--- config.mk ---
export PLATFORM = sky130hd
export DESIGN_NAME = ram_blk_mp_bypassed
export DESIGN_NICKNAME = d
export VERILOG_FILES = /design/src/rtl/ram_pkg.sv /design/src/rtl/ram_rd_port.sv /design/src/rtl/ram_blk_mp_bypassed.sv
export SDC_FILE = /design/constraint.sdc
export NUM_CORES = 2
export LEC_CHECK = 0
export CORE_MARGIN = 2
export CORE_UTILIZATION = 45
export CTS_BUF_LIST = sky130_fd_sc_hd__clkbuf_8 sky130_fd_sc_hd__clkbuf_16
export CTS_CLUSTER_DIAMETER = 60
export DETAILED_ROUTE_END_ITERATION = 6
export MAX_ROUTING_LAYER = met4
export PLACE_DENSITY_LB_ADDON = 0.12
export REMOVE_ABC_BUFFERS = 1
export SETUP_SLACK_MARGIN = 0.02
export SLEW_MARGIN = 10
export SYNTH_ARGS = -nofsm -noshare
export SYNTH_HDL_FRONTEND = slang
export SYNTH_SLANG_ARGS = --single-unit
export TNS_END_PERCENT = 10
--- constraint.sdc ---
create_clock -name clk -period 4.2 [get_ports clk]
set_clock_uncertainty 0.1 [all_clocks]
set_input_delay 1.05 -clock clk [delete_from_list [all_inputs] [get_ports clk]]
set_output_delay 1.05 -clock clk [all_outputs]
set_load 0.02 [all_outputs]
--- src/rtl/ram_pkg.sv ---
// Shared types and helpers for the multi-port block RAM: lane math,
// byte-lane merge and the clear FSM state encoding.
package ram_pkg;

  // Widest word / lane count the merge helper supports.
  localparam int MAX_DW    = 256;
  localparam int MAX_LANES = 32;

  typedef enum logic {
    ST_IDLE = 1'b0,
    ST_FILL = 1'b1
  } clr_state_t;

  function automatic int lanes(input int data_w, input int lane_w);
    return data_w / lane_w;
  endfunction

  // Per-lane mux: lanes with be set take nw, the rest keep old.
  function automatic logic [MAX_DW-1:0] merge(input logic [MAX_DW-1:0]    old_word,
                                               input logic [MAX_DW-1:0]    nw,
                                               input logic [MAX_LANES-1:0] be,
                                               input int                   lane_w);
    logic [4:0] l;
    merge = old_word;
    for (int i = 0; i < MAX_DW; i++) begin
      l = 5'(i / lane_w);
      if (be[l]) merge[i] = nw[i];
    end
  endfunction

endpackage

--- src/rtl/ram_rd_port.sv ---
// One synchronous read port with write-first lane bypass.
// With RAM_OUT_REG_EN defined an extra output register gives 2-cycle latency.
module ram_rd_port
  import ram_pkg::*;
#(
  parameter  int DATAWIDTH = 32,
  parameter  int ADDRWIDTH = 5,
  parameter  int LANEWIDTH = 8,
  localparam int LANES     = lanes(DATAWIDTH, LANEWIDTH)
) (
  input  logic                 clk,
  input  logic                 reset_l,
  input  logic                 rd_en,
  input  logic [ADDRWIDTH-1:0] rd_addr,
  input  logic [DATAWIDTH-1:0] rd_word,
  input  logic                 we,
  input  logic [ADDRWIDTH-1:0] wr_addr,
  input  logic [DATAWIDTH-1:0] wr_data,
  input  logic [LANES-1:0]     wr_be,
  output logic [DATAWIDTH-1:0] rd_data
);

  logic                 en_q;
  logic [ADDRWIDTH-1:0] addr_q;
  logic [DATAWIDTH-1:0] word_q;
  logic                 we_q;
  logic [ADDRWIDTH-1:0] wa_q;
  logic [DATAWIDTH-1:0] wd_q;
  logic [LANES-1:0]     be_q;
  logic [LANES-1:0]     mask;
  logic [DATAWIDTH-1:0] stage1;

  // word_q is the pre-write array word; the captured write is merged on top.
  // NOTE: sequential state uses non-blocking assignments so every flop samples
  // pre-edge values regardless of block ordering.
  always_ff @(posedge clk or negedge reset_l) begin
    if (!reset_l) begin
      en_q   <= 1'b0;
      addr_q <= '0;
      word_q <= '0;
      we_q   <= 1'b0;
      wa_q   <= '0;
      wd_q   <= '0;
      be_q   <= '0;
    end else begin
      en_q <= rd_en;
      if (rd_en) begin
        addr_q <= rd_addr;
        word_q <= rd_word;
        we_q   <= we;
        wa_q   <= wr_addr;
        wd_q   <= wr_data;
        be_q   <= wr_be;
      end
    end
  end

  // NOTE: every combinational output gets a default first, so no latch can form.
  always_comb begin
    mask   = '0;
    if (we_q && (wa_q == addr_q)) mask = be_q;
    stage1 = DATAWIDTH'(merge(MAX_DW'(word_q), MAX_DW'(wd_q), MAX_LANES'(mask), LANEWIDTH));
  end

`ifdef RAM_OUT_REG_EN
  logic [DATAWIDTH-1:0] out_q;

  always_ff @(posedge clk or negedge reset_l) begin
    if (!reset_l)  out_q <= '0;
    else if (en_q) out_q <= stage1;
  end

  assign rd_data = out_q;
`else
  assign rd_data = stage1;
`endif

endmodule

--- src/rtl/ram_blk_mp_bypassed.sv ---
// Block RAM: one byte-enabled write port, NRD write-first read ports,
// optional post-reset zero-fill. RAM_OUT_REG_EN adds an output register per port.
module ram_blk_mp_bypassed
  import ram_pkg::*;
#(
  parameter  int DATAWIDTH  = 32,
  parameter  int ADDRWIDTH  = 5,
  parameter  int LANEWIDTH  = 8,
  parameter  int NRD        = 2,
  parameter  int INIT_CLEAR = 1,
  localparam int LANES      = lanes(DATAWIDTH, LANEWIDTH),
  localparam int DEPTH      = 1 << ADDRWIDTH
) (
  input  logic                     clk,
  input  logic                     reset_l,
  input  logic                     we,
  input  logic [ADDRWIDTH-1:0]     wr_addr,
  input  logic [DATAWIDTH-1:0]     wr_data,
  input  logic [LANES-1:0]         wr_be,
  input  logic [NRD-1:0]           rd_en,
  input  logic [NRD*ADDRWIDTH-1:0] rd_addr,
  output logic [NRD*DATAWIDTH-1:0] rd_data,
  output logic                     init_busy
);

  logic [DATAWIDTH-1:0] mem [DEPTH];

  clr_state_t           state;
  logic [ADDRWIDTH-1:0] cnt;

  logic                 we_eff;
  logic [ADDRWIDTH-1:0] wa_eff;
  logic [DATAWIDTH-1:0] wd_eff;
  logic [LANES-1:0]     be_eff;

  // Counter wraps only by leaving FILL after the last address.
  always_ff @(posedge clk or negedge reset_l) begin
    if (!reset_l) begin
      state     <= (INIT_CLEAR != 0) ? ST_FILL : ST_IDLE;
      cnt       <= '0;
      init_busy <= (INIT_CLEAR != 0);
    end else if (state == ST_FILL) begin
      cnt <= cnt + 1'b1;
      if (cnt == '1) begin
        state     <= ST_IDLE;
        init_busy <= 1'b0;
      end
    end
  end

  // The fill engine owns the write port while active; user writes are dropped.
  always_comb begin
    we_eff = 1'b0;
    wa_eff = wr_addr;
    wd_eff = wr_data;
    be_eff = '0;
    if (state == ST_FILL) begin
      we_eff = 1'b1;
      wa_eff = cnt;
      wd_eff = '0;
      be_eff = '1;
    end else if (we) begin
      we_eff = 1'b1;
      be_eff = wr_be;
    end
  end

  // NOTE: the array is deliberately not reset so it maps onto RAM primitives;
  // zero-fill is done by the FILL state instead.
  always_ff @(posedge clk) begin
    for (int l = 0; l < LANES; l++) begin
      if (be_eff[l]) mem[wa_eff][l*LANEWIDTH +: LANEWIDTH] <= wd_eff[l*LANEWIDTH +: LANEWIDTH];
    end
  end

  for (genvar p = 0; p < NRD; p++) begin : g_rd
    ram_rd_port #(
      .DATAWIDTH (DATAWIDTH),
      .ADDRWIDTH (ADDRWIDTH),
      .LANEWIDTH (LANEWIDTH)
    ) u_port (
      .clk     (clk),
      .reset_l (reset_l),
      .rd_en   (rd_en[p]),
      .rd_addr (rd_addr[p*ADDRWIDTH +: ADDRWIDTH]),
      .rd_word (mem[rd_addr[p*ADDRWIDTH +: ADDRWIDTH]]),
      .we      (we_eff),
      .wr_addr (wa_eff),
      .wr_data (wd_eff),
      .wr_be   (be_eff),
      .rd_data (rd_data[p*DATAWIDTH +: DATAWIDTH])
    );
  end

endmodule

==> impl_metrics.csv <==
group,metric,value,unit
outcome,status,"complete, no violations",
worst_setup_path,startpoint_type,"flop",
worst_setup_path,cp_slowest_stage_delay,0.54,ns
cts,cts_tree,"built",
floorplan,core-area,123000,sq um
yosys,syn-instance-count,3391,
grt,grt_pass1_vias,35832,
sta,slew_violations,0,
cts,clk_pin_slew,0.06,ns
placed_design,place.port_buffers,120,
yosys,yosysSeqAreaShare,62.6,%
grt,grt_pass1_wl,254000,microns
sta,fin_crit_sh,98.2,%
worst_setup_path,critPathKind,"reg2out",
worst_setup_path,r2r_start,"state",
cells_and_area,ff_latch_area,34900,sq um
sta,hold_viol,0,
route,first_pass_iters,6,
grt,grt_usage,29.0,%
yosys,async_flop_share,13.9,%
cts,clockRootBuffer,"clkbuf_16",
worst_setup_path,end_kind,"output port",
cts,cts_sinks,1189,
cts,clk_latency,0.74,ns
pwr,ir_worst_vdd,406,uV
sta,rsz0062_at_grt,"false",
cells_and_area,nFillCells,10086,
route,vias,34628,
cells_and_area,layout.nets,3711,
sta,clock.fmax,242,MHz
floorplan,die_y,356,microns
sta,slew_headroom,6.98,%
route,drt-total-wl,178000,microns
route,via_per_inst,6.41,
worst_setup_path,crit_end,"rd_data[45]",
sta,setup_viol,0,
worst_setup_path,cp.required,3.05,ns
sta,fin_hold_ws,0.254,ns
yosys,yosys.area.top_type,"edfxtp_1",
cells_and_area,multi_input_area,19500,sq um
yosys,yosys.area.top_type_share,55.2,%
yosys,synthMostInstantiatedCell,"edfxtp_1",
cells_and_area,drive_gt1_share,25.3,%
sta,min_period,4.13,ns
flow_run,cap_violations,0,
worst_hold_path,worst_hold_path_type,"in2async",
grt,grt_max_degree,117,
floorplan,row_count,129,
cts,cts_buffers,134,
floorplan,dieArea,127000,sq um
cells_and_area,final_util,52.4,%
worst_setup_path,worstPathArrival,2.98,ns
sta,tightest_slew,1.39,ns
cells_and_area,syn_to_final_growth,16.1,%
worst_setup_path,reg2regPathDepth,6,
pwr,power,27300,uW
worst_setup_path,r2r_slack,0.57,ns
route,wl_per_cell,33.0,microns
yosys,synth_top_flop_cell,"edfxtp_1",
cts,htreeDepth,4,
worst_setup_path,slowest_stage,"clkdlybuf4s50_1",
worst_setup_path,r2r_end,"mem[14][8]",
yosys,yosys_warnings,0,
placed_design,dpl_cell_area,60300,sq um
yosys,synth_area_leaders,"edfxtp_1, mux4_2, mux2i_1, dfrtp_1, a22oi_1",
yosys,synth_enable_flop_cells,1024,
cells_and_area,final_cell_area,64700,sq um
sta,tns,0,ns
pwr,p_leak,0.0232,uW
cts,holdBufCountCts,0,
route,postRouteAntennaNets,0,
worst_setup_path,path_max_fanout,8,
placed_design,hpwl,113000,microns
grt,antenna_found_initial,11,
worst_setup_path,startpoint,"g_rd[1].u_port.wa_q[4]",
yosys,synth_cell_type_count,40,
placed_design,place_congestion,0.858,
pwr,powerDensity,422,nW/um^2
floorplan,die_w,356,microns
grt,grt_overflow,0,
yosys,ys_top_cells_by_count,"edfxtp_1, mux2i_1, a22oi_1",
route,drt_iter0_drc,3929,
yosys,synth-seq-cells,1189,
yosys,synth.avg_cell_area,16.4,sq um
floorplan,io_pins,121,
worst_setup_path,crit_chain,"xor2_1, nor4_4, buf_4, nand3_4, buf_12, mux2_4, clkdlybuf4s50_1",
yosys,synth.cell_area,55700,sq um
cts,clk_path_buf_depth,3,
floorplan,initial_core_util,45.2,%
route,drc,0,
## area by class of cell
cell class	instances	share of cell area (%)
antenna	7	0.0271
clock buffer	151	5.67
clock inverter	88	0.879
inverter	7	0.0406
multi-input combinational	1915	30.2
sequential	1189	54.0
tap	1637	3.17
timing repair buffer	406	6.03
## worst min-delay path by stage
stage                                            to  slack (ns)  cells past startpoint
after floorplan              g_rd[0].u_port.wd_q[0]        0.38                      1
after global placement                    init_busy        0.38                      1
after detailed placement                  init_busy        0.38                      1
after CTS                 g_rd[0].u_port.word_q[16]        0.28                      1
after global routing      g_rd[0].u_port.word_q[16]        0.30                      1
final                     g_rd[0].u_port.word_q[16]        0.25                      1
## power breakdown
part           switching (uW)  leakage, uW  internal, uW
Sequential                158       0.0112         13100
Clock                    4680      0.00223          6640
Combinational            1610      0.00975          1110
Total                    6450       0.0232         20800
## placed cells by master, fill, tap and decap left out, types with 43 or more instances in the layout
master	n
a22oi_1	384
clkbuf_16	141
nor2_1	56
buf_4	244
mux2_4	64
nor3_1	87
a21oi_1	86
dfrtp_1	163
nand3_1	129
mux4_2	256
nand4b_1	64
buf_12	43
edfxtp_1	1024
mux2_2	71
mux2i_1	515
inv_1	43
clkdlybuf4s50_1	54
nand2b_1	76
## sequential cells by signal, summed over array words and instances, names as in the netlist
register,cells
cnt,5
g_rd.u_port.addr_q,10
g_rd.u_port.be_q,8
g_rd.u_port.wa_q,10
g_rd.u_port.wd_q,64
g_rd.u_port.we_q,2
g_rd.u_port.word_q,64
init_busy,1
mem,1024
state,1
## metrics by stage
stage	worst slack, ns	cells
2_1_floorplan	0.263	3111
3_3_place_gp	0.0815	5149
3_5_place_dp	0.104	5149
4_1_cts	-0.00495	5393
5_1_grt	0.0163	5394
6_report	0.0746	5400
## metal layers
metal / share of wire, % / global-route usage [%] / vias up / wire length (microns)
li1: - / - / 14362 / -
met3: 8.5 / 5.94 / 347 / 15200
met4: 3.2 / 9.68 / 0 / 5660
met5: 0 / - / - / 0
met2: 48 / 45.4 / 1747 / 85600
met1: 40 / 37.8 / 18172 / 71600
## kinds of logic (layout without fill, tap and decap cells)
logic type               Yosys count  in the layout  synth area share, %
flip-flops                      1189           1189                 62.6
multiplexers                     906            906                 22.8
AND/OR/NAND/NOR                  505            505                 5.36
AO/OA/AOI/OAI                    489            489                 6.17
buffers and inverters            287            652                 2.80
XOR/XNOR                          13             13                0.204
adder cells (fa/ha/maj)            2              2               0.0449
other                              0              7                    0
## critical path: cells and delay by family, from the launching register on
family | cells | cell delay (ns)
flops | 1 | 0.40
simple gates | 2 | 0.37
buf+inv | 3 | 0.95
xor+xnor | 1 | 0.19
mux | 1 | 0.31
## timing repair
action | CTS | global route
endpoints found under the setup margin | 64 | 19
buffers inserted | 5 | 0
pin swaps | 7 | 2
gates resized for setup | 44 | 19
Note: power is estimated with default switching activity, not from simulation.
